===== config.mk =====
export PLATFORM = sky130hd
export DESIGN_NAME = rr_priority_manager
export DESIGN_NICKNAME = d
export VERILOG_FILES = /design/src/rtl/xbar_arb_pkg.sv /design/src/rtl/priority_rotate.sv /design/src/rtl/rr_priority_manager.sv
export SDC_FILE = /design/constraint.sdc
export NUM_CORES = 1
export LEC_CHECK = 0
export BUFFER_PORTS_ARGS = -buffer_cell sky130_fd_sc_hd__buf_2
export CORE_AREA = 3 3 40 42
export CTS_BUF_LIST = sky130_fd_sc_hd__clkbuf_16
export CTS_CLUSTER_SIZE = 25
export DETAILED_ROUTE_END_ITERATION = 7
export DIE_AREA = 0 0 43 45
export GPL_TIMING_DRIVEN = 0
export PLACE_DENSITY = 0.42
export SYNTH_ARGS = -nofsm -noshare
export SYNTH_HDL_FRONTEND = slang
export SYNTH_SLANG_ARGS = --single-unit

===== constraint.sdc =====
create_clock -name clk -period 2.1 [get_ports clk]
set_input_delay 0.21 -clock clk [delete_from_list [all_inputs] [get_ports clk]]
set_output_delay 0.21 -clock clk [all_outputs]
set_load 0.02 [all_outputs]

===== src/rtl/xbar_arb_pkg.sv =====
// Shared types and sizing helpers for the crossbar arbitration blocks.
package xbar_arb_pkg;

    // Packet-lock state of one output-port arbiter.
    typedef enum logic {
        IDLE   = 1'b0,
        LOCKED = 1'b1
    } arb_state_e;

    // Width of a requester index for a port with n requesters.
    function automatic int unsigned idx_w(input int unsigned n);
        return $clog2(n);
    endfunction

endpackage


===== src/rtl/priority_rotate.sv =====
// Combinational move-to-tail of one entry in a priority permutation.
module priority_rotate
    import xbar_arb_pkg::*;
#(
    parameter int unsigned candidate = 2,
    localparam int unsigned IDX_W = idx_w(candidate)
) (
    input  logic [candidate-1:0][IDX_W-1:0] array_in,
    input  logic [IDX_W-1:0]                g,
    output logic [candidate-1:0][IDX_W-1:0] array_next
);

    logic found;

    // Entries behind g slide up by one; g lands on the tail.
    always_comb begin
        array_next = array_in;
        found      = (array_in[0] == g);
        for (int i = 1; i < int'(candidate); i++) begin
            if (found) begin
                array_next[i-1] = array_in[i];
            end
            if (array_in[i] == g) begin
                found = 1'b1;
            end
        end
        if (found) begin
            array_next[candidate-1] = g;
        end
    end

endmodule


===== src/rtl/rr_priority_manager.sv =====
// Least-recently-granted priority order plus multi-beat packet lock for one output port.
module rr_priority_manager
    import xbar_arb_pkg::*;
#(
    parameter int unsigned candidate = 2,
    localparam int unsigned IDX_W = idx_w(candidate)
) (
    input  logic                            clk,
    input  logic                            rst_n,
    input  logic [candidate-1:0]            request_vec,
    input  logic [IDX_W-1:0]                grant_number,
    input  logic                            grant_fire,
    input  logic                            grant_last,
    output logic [candidate-1:0][IDX_W-1:0] priority_array,
    output logic                            grant_valid,
    output logic [IDX_W-1:0]                eff_grant,
    output logic                            locked
);

    arb_state_e                     state_q, state_d;
    logic [IDX_W-1:0]               lock_num_q, lock_num_d;
    logic                           rot_en;
    logic [candidate-1:0][IDX_W-1:0] rot_next;

    priority_rotate #(.candidate(candidate)) u_rotate (
        .array_in   (priority_array),
        .g          (eff_grant),
        .array_next (rot_next)
    );

    // State, lock owner and priority order registers.
    always_ff @(posedge clk or negedge rst_n) begin
        if (!rst_n) begin
            state_q    <= IDLE;
            lock_num_q <= '0;
            for (int i = 0; i < int'(candidate); i++) begin
                priority_array[i] <= IDX_W'(i);
            end
        end else begin
            state_q    <= state_d;
            lock_num_q <= lock_num_d;
            if (rot_en) begin
                priority_array <= rot_next;
            end
        end
    end

    // Next state, lock capture and effective-grant muxing; requests are masked in reset.
    always_comb begin
        state_d     = state_q;
        lock_num_d  = lock_num_q;
        rot_en      = 1'b0;
        grant_valid = 1'b0;
        eff_grant   = '0;
        if (rst_n) begin
            case (state_q)
                IDLE: begin
                    grant_valid = |request_vec;
                    eff_grant   = grant_number;
                    if (grant_fire && grant_valid) begin
                        if (grant_last) begin
                            rot_en = 1'b1;
                        end else begin
                            lock_num_d = grant_number;
                            state_d    = LOCKED;
                        end
                    end
                end
                LOCKED: begin
                    grant_valid = request_vec[lock_num_q];
                    eff_grant   = lock_num_q;
                    if (grant_fire && grant_valid && grant_last) begin
                        rot_en  = 1'b1;
                        state_d = IDLE;
                    end
                end
                default: begin
                    state_d = IDLE;
                end
            endcase
        end
    end

    assign locked = (state_q == LOCKED);

endmodule


======== After elaboration in Yosys (flattened, before gate mapping) ========
Index checks and enable logic that the tools add are counted.
word-level totals
  output and inout port bits .............. 5
  word-level logic and storage cells ...... 32
  register bits after elaboration ......... 4
  bits of input ports ..................... 7
operators by class
  multiplexer cells ....................... 16
  bitwise logic cells ..................... 2
  equal/unequal tests ..................... 2
  reduce and logical (&&, ||, !) cells .... 7
  $lt $le $gt $ge ......................... 1
operators by type and width
  kind                                                                           count
  1-bit 2-to-1 mux                                                               12
  1-bit case mux with 2 select lines                                             4
  2-bit AND reduction                                                            2
  4-bit AND reduction                                                            1
  1-bit logical AND                                                              3
  1-bit == test                                                                  2
  1-bit by 2-bit less-than comparator with 1-bit output (second input constant)  1
  1-bit NOT                                                                      2
  2-bit OR reduction                                                             1

======== Logic depth before layout (Yosys ltp) ========
Gate-level depths: netlist of run 1.
  depth in word-level cells ............... 8
  gate-level depth with buffers ........... 6
  gate-level depth less buffers ........... 5

======== Hierarchy ========
From an unflattened synthesis of run 1, not the netlist that was laid out.
unflattened totals
  cells, all modules ...................... 23
  area total of the unflattened synthesis .. 246.5 sq um
by module, submodules not included
  module               instances  area an instance (sq um)  sequential area each (sq um)  cells each
  rr_priority_manager  1          220.2                     101.3                         20
  priority_rotate      1          26.3                      0.0                           3

======== Least setup slack after synthesis of run 1 ========
No wires, ideal clock.
  path kind ............................... register -> register
  from .................................... register state_q (netlist: locked)
  to ...................................... register lock_num_q
  buffers on the path ..................... 1
  arrival time ............................ 1.226 ns
  cell stages (with the launch flop) ...... 4
  setup slack ............................. 0.747 ns
  setup time .............................. 0.128 ns
  data required time ...................... 1.972 ns
  clock period less this slack ............ 1.353 ns
  path through ............................ dfrtp_1 -> buf_6 -> nor4b_2 -> mux2_1
between the ends
  longest elaborated chain between the ends .. 2
RTL lines
  what                           line                       text
  start, declared                rr_priority_manager.sv:20  arb_state_e state_q, state_d;
  start signal, assigned         rr_priority_manager.sv:40  state_q <= state_d;
  1-bit NOT                      n/a
  4-bit AND reduction (no line)  n/a
  end signal, assigned           rr_priority_manager.sv:41  lock_num_q <= lock_num_d;
  end, declared                  rr_priority_manager.sv:21  logic [IDX_W-1:0] lock_num_q, lock_num_d;
Every way passes these cells.
A chain may end at the register's enable or synchronous reset.

======== Final worst setup path of run 1 ========
  from .................................... input port rst_n
  to ...................................... register lock_num_q
between the ends
  longest elaborated chain between the ends .. 1
RTL lines
  what                           line                      text
  start, declared                rr_priority_manager.sv:9  input logic rst_n,
  4-bit AND reduction (no line)  n/a
Every way passes these cells.

==> results.toml, run 1 <==
[synth]
synth_top_family_by_area = "simple AND/OR/NAND/NOR gates"
ys.flop_type = "dfrtp_1"
synth_compound_area_share_pct = 14.04
synth_fa_ha_area_share_pct = 0
synth_top_area_cell = "dfrtp_1"
synth-edff-count = 0
synthArstFlopShare_pct = 100.0
syn_avg_cell_area_um2 = 9.485
synth_common_cells = "5 x nand3_1, 3 x dfrtp_1"
synth_top_cell_area_share_pct = 25.53
syn_nets = 38
synthXorXnorAreaFrac_pct = 0
muxShareOfSynthArea_pct = 14.04
yosysMostFrequentCell = "nand3_1"
syn_area_um2 = 294.0
synthSimpleGateAreaFrac_pct = 31.06
synth_area_leaders = "dfrtp_1 26%, mux2_4 10%, dfstp_2 8.9%, nand3_1 8.5%, nor4b_2 5.1%"
ys_warn_count = 0
netlist_instances = 31
ys_types = 20
ys_seq_elements = 4
ys_seq_area_share_pct = 34.47

[global_route]
grt_pass1_wl_mm = 1.083
grt_max_degree = 9
antenna_found_initial = 0
grtUsageTotal_pct = 8.027
grt_pass1_vias = 255
grt_overflow = 0

[floorplan]
row_count = 13
fp.dieW_um = 43
design.core.area_um2 = 1285
die_area_um2 = 1935
pin_count = 12
initial_utilization_pct = 22.88
die_h_um = 45

[clock_network]
clock_sinks = 4
cts_buffers = 3
cts_root_buf = "clkbuf_16"
path_clk_slew_ps = 30
clk-insertion-delay-late_ps = 220
clk_path_buf_depth = 2
cts_setup_buffers = 0
ctsHoldBuffers = 1
cts_resized = 0
htreeDepth = 1
cts_tree = "built"

[timing]
period_share_pct = 77.35
whs_ps = 229.0
max_freq_mhz = 615.7
final-hold-violation-count = 0
fin_worst_skew_ps = 0.1299
tightest_slew_ps = 313.1
rsz0062_at_grt = "false"
fin_crit_ps = 1624
slew_headroom_pct = 79.07
setup_tns_ps = 0
finalMaxSlewViolations = 0
finalSetupViolCount = 0

[hold_path]
hold_depth = 2
hp-start = "grant_number"
hp-class = "input pin to register"

[route]
ant_nets = 0
via_per_inst = 4.597
routed-via-count = 285
wire_per_inst_um = 10.47
first_pass_iters = 4
drt_iter0_markers = 6
remaining_drc_errors = 0
drt_wl_total_um = 649

[critical_path]
cp-end-kind = "register"
r2r_slack_ps = 760
rr_worst_depth = 3
crit_required_ps = 2200
r2r_start = "locked"
crit_start = "rst_n"
cp-start-kind = "input pin"
crit_arrival_ps = 1720
path_class = "input pin to register"
path_max_fanout = 7

[finish]
fillers = 141
final_cells = 62
area_growth_pct = 55.32
fin_nets = 55
layout-drive-gt1-share_pct = 48.94
diodes = 0

[power]
vdd_ir_drop_max_v = 0.0005960
powerDensity_nw_per_um2 = 1311
power_mw = 0.5988
leakage_nw = 0.2346

[placed_design]
port_buffers = 11
place.detailed.hpwl_um = 529.2
place_inst = 57
place.gp.congestion = 0.7482

[run_status]
outcome = "finished, final reports clean"

[flow_run]
maxCapViolCount = 0
final cells by class:
class	instances	area (µm²)	area share, %
flip-flops and latches	4	101.3	22.19
inverters	2	7.507	1.644
well taps	15	18.77	4.110
repair buffers	12	65.06	14.25
clock buffers	3	75.07	16.44
plain buffers	1	11.26	2.466
clock inverters	1	3.754	0.8219
multi-input cells	24	173.9	38.08
cell usage in the layout, fill, tap and decap left out, types with 2 or more instances in the layout:
| cell | netlist | routed |
|---|---|---|
| buf_2 | 0 | 11 |
| nand3_1 | 5 | 5 |
| clkbuf_16 | 0 | 3 |
| dfrtp_1 | 3 | 3 |
| mux2_4 | 2 | 2 |
| inv_1 | 1 | 2 |
| nor2_1 | 2 | 2 |
| nand2_1 | 2 | 2 |
| o211ai_1 | 2 | 2 |
| o21ai_0 | 2 | 2 |
where the power goes:
group          internal [mW]  total [mW]  switching (mW)
logic                 0.0906       0.187          0.0960
registers             0.0974       0.112          0.0148
clock network          0.246       0.300          0.0542
stage by stage:
step           utilization (%)  setup WS, ps  instance area [µm²]
2_1_floorplan                -         746.8                294.0
3_3_place_gp             28.63         799.7                367.9
3_5_place_dp             28.63         766.4                367.9
4_1_cts                  35.54         459.5                456.7
5_1_grt                  35.54         379.8                456.7
6_report                 35.54         475.7                456.7
sequential cells by signal (all words and copies together) (netlist names):
| name | flops |
|---|---|
| lock_num_q | 1 |
| priority_array | 2 |
| locked | 1 |
critical path, cell delays in order:
cell and delay, ps:
dlygate4sd3_1 520, buf_2 210, o21ai_2 110, nor4b_2 320, mux2_1 360
layer usage:
| layer | global-route usage, % | up-vias | wire (µm) |
|---|---|---|---|
| li1 | - | 146 | - |
| met1 | 8.780 | 130 | 265 |
| met2 | 11.38 | 9 | 312 |
| met3 | 7.570 | 0 | 70 |
| met4 | 1.807 | 0 | 0 |
| met5 | 0 | - | 0 |
cells by family after synthesis:
logic type | count (synthesis)
compound gates | 6
flops | 4
mux | 3
buf+inv | 3
simple gates | 15
final timing paths:
path                                endpoint
setup / recovery                  lock_num_q
hold / removal                    lock_num_q
setup reg to reg                  lock_num_q
hold reg to reg            priority_array[1]
max in group asynchronous  priority_array[1]
min in group asynchronous  priority_array[0]
Power figures use the tool's default switching activity.
==> run 2, diff against run 1 <==
- PLACE_DENSITY: 0.42 -> 0.43
- clock period: 2.1 -> 1.4 ns (I/O delays scaled with it)
==> results.toml, run 2 (synthesis gave the netlist of run 1 again) <==
[power]
leakage_nw = 0.2588
vdd_ir_drop_max_v = 0.001054
powerDensity_nw_per_um2 = 1932

[clock_network]
clock_sinks = 4
clk_path_buf_depth = 2
cts_root_buf = "clkbuf_16"
htreeDepth = 1
path_clk_slew_ps = 30
cts_buffers = 3
clk-insertion-delay-late_ps = 220
cts_tree = "built"

[timing]
rsz0062_at_grt = "true"
fin_crit_ps = 1356
final-hold-violation-count = 0
finalMaxSlewViolations = 0
slew_headroom_pct = 83.46
finalSetupViolCount = 0
max_freq_mhz = 737.4
fin_worst_skew_ps = 2.952
tightest_slew_ps = 248.0
period_share_pct = 96.86

[placed_design]
dpl-instance-area_um2 = 367.9
port_buffers = 11
place.gp.congestion = 0.7255
place.detailed.hpwl_um = 515.5

[finish]
mostFrequentLayoutCells = "9 x buf_2, 6 x buf_4, 5 x nand3_1"
fillers = 129
top_register = "priority_array"
layout-drive-gt1-share_pct = 56.86
final_common_cell = "buf_2"
fin_nets = 59
largest_reg_flops = 2
diodes = 0
fin_util_pct = 39.44
area_growth_pct = 72.34
multiInputGateArea_um2 = 185.2
seqCellArea_um2 = 102.6
fin_area_um2 = 506.7

[route]
remaining_drc_errors = 0
routed-via-count = 315
wire_per_inst_um = 11.27
first_pass_iters = 2
via_per_inst = 4.773
ant_nets = 0
drt_wl_total_um = 744
drt_iter0_markers = 5

[run_status]
outcome = "finished, final reports clean"

[global_route]
grt_max_degree = 7
grt_overflow = 0
grt_pass1_wl_mm = 1.214
antenna_found_initial = 0
grtUsageTotal_pct = 8.939
grt_pass1_vias = 292

[floorplan]
row_count = 13
design.core.area_um2 = 1285
die_area_um2 = 1935
fp.dieW_um = 43
die_h_um = 45
pin_count = 12
initial_utilization_pct = 22.88

[critical_path]
cp_cell_sequence = "mux2_4, nor2_2, nor2_1, buf_4"
crit_required_ps = 1260
crit_arrival_ps = 1220
cp-start-kind = "register"
cpPeakStageDelay_ps = 390
slowest_stage = "dfrtp_1"
path_class = "register to output port"
path_max_fanout = 3
cp-end-kind = "output port"
r2r_slack_ps = 80

[flow_run]
maxCapViolCount = 0

[hold_path]
hp-class = "input pin to register"
## run 2: cell count changes in the layout (fill, tap and decap cells not counted)
| cell | previous run | this run |
|---|---|---|
| buf_2 | 11 | 9 |
| buf_4 | 0 | 6 |
| dfrtp_1 | 3 | 2 |
| dfrtp_2 | 0 | 1 |
| inv_2 | 1 | 0 |
| inv_4 | 0 | 1 |
| nor2_1 | 2 | 1 |
| nor2_2 | 0 | 1 |
| nor4b_2 | 1 | 0 |
| nor4b_4 | 0 | 1 |
## run 2: what timing repair did
action | in CTS | in global routing
hold endpoints to repair | 4 | 0
hold buffers | 1 | 0
setup buffers | 3 | 2
pin swaps | 1 | 2
gates cloned | 0 | 0
resized for setup | 4 | 3
endpoints found under the setup margin | 1 | 3
## run 2: layout make-up
type	count	area share (%)
sequential	4	20.25
clock buffer	3	14.81
timing repair buffer	17	21.98
inverter	2	1.975
multi-input combinational	24	36.54
clock inverter	1	0.7407
tap	15	3.704
## run 2: final timing paths
path	from	end	cells past startpoint
setup / recovery	lock_num_q	grant_valid	4
hold / removal	grant_number	lock_num_q	2
setup reg to reg	locked	lock_num_q	3
hold reg to reg	priority_array[1]	priority_array[1]	2
max in group asynchronous	rst_n	priority_array[1]	2
min in group asynchronous	rst_n	lock_num_q	2
## run 2: per-stage QoR
stage / TNS, ps / hold WS, ps / power (mW) / instances / setup WS, ps
3_3_place_gp: 0 / -9.802 / 0.4489 / 57 / 102.7
6_report: 0 / 152.5 / 0.9791 / 66 / 43.97
4_1_cts: -8.775 / 152.7 / 0.9947 / 65 / -8.775
5_1_grt: -2.959 / 167.6 / 1.032 / 66 / -2.959
2_1_floorplan: 0 / -155.6 / 0.3846 / 31 / 46.78
3_5_place_dp: 0 / -12.22 / 0.4542 / 57 / 94.45
## run 2: routing by layer
layer / up-vias / wire length (µm) / track usage (%)
met4: 0 / 8 / 3.614
met3: 2 / 58 / 6.375
met2: 8 / 384 / 13.77
met5: - / 0 / 0
li1: 155 / - / -
met1: 150 / 292 / 9.489
## run 2: where the power goes
group          switching [mW]  leakage [nW]  internal, mW
combinational           0.163         0.169         0.185
clock                  0.0808        0.0423         0.369
sequential             0.0328        0.0470         0.149
total                   0.277         0.259         0.702
## run 2: critical path, delay by kind of cell (launching register included)
kind,cells,cell delay [ps]
buffers and inverters,1,160
flip-flops,1,390
AND/OR/NAND/NOR,2,120
multiplexers,1,320
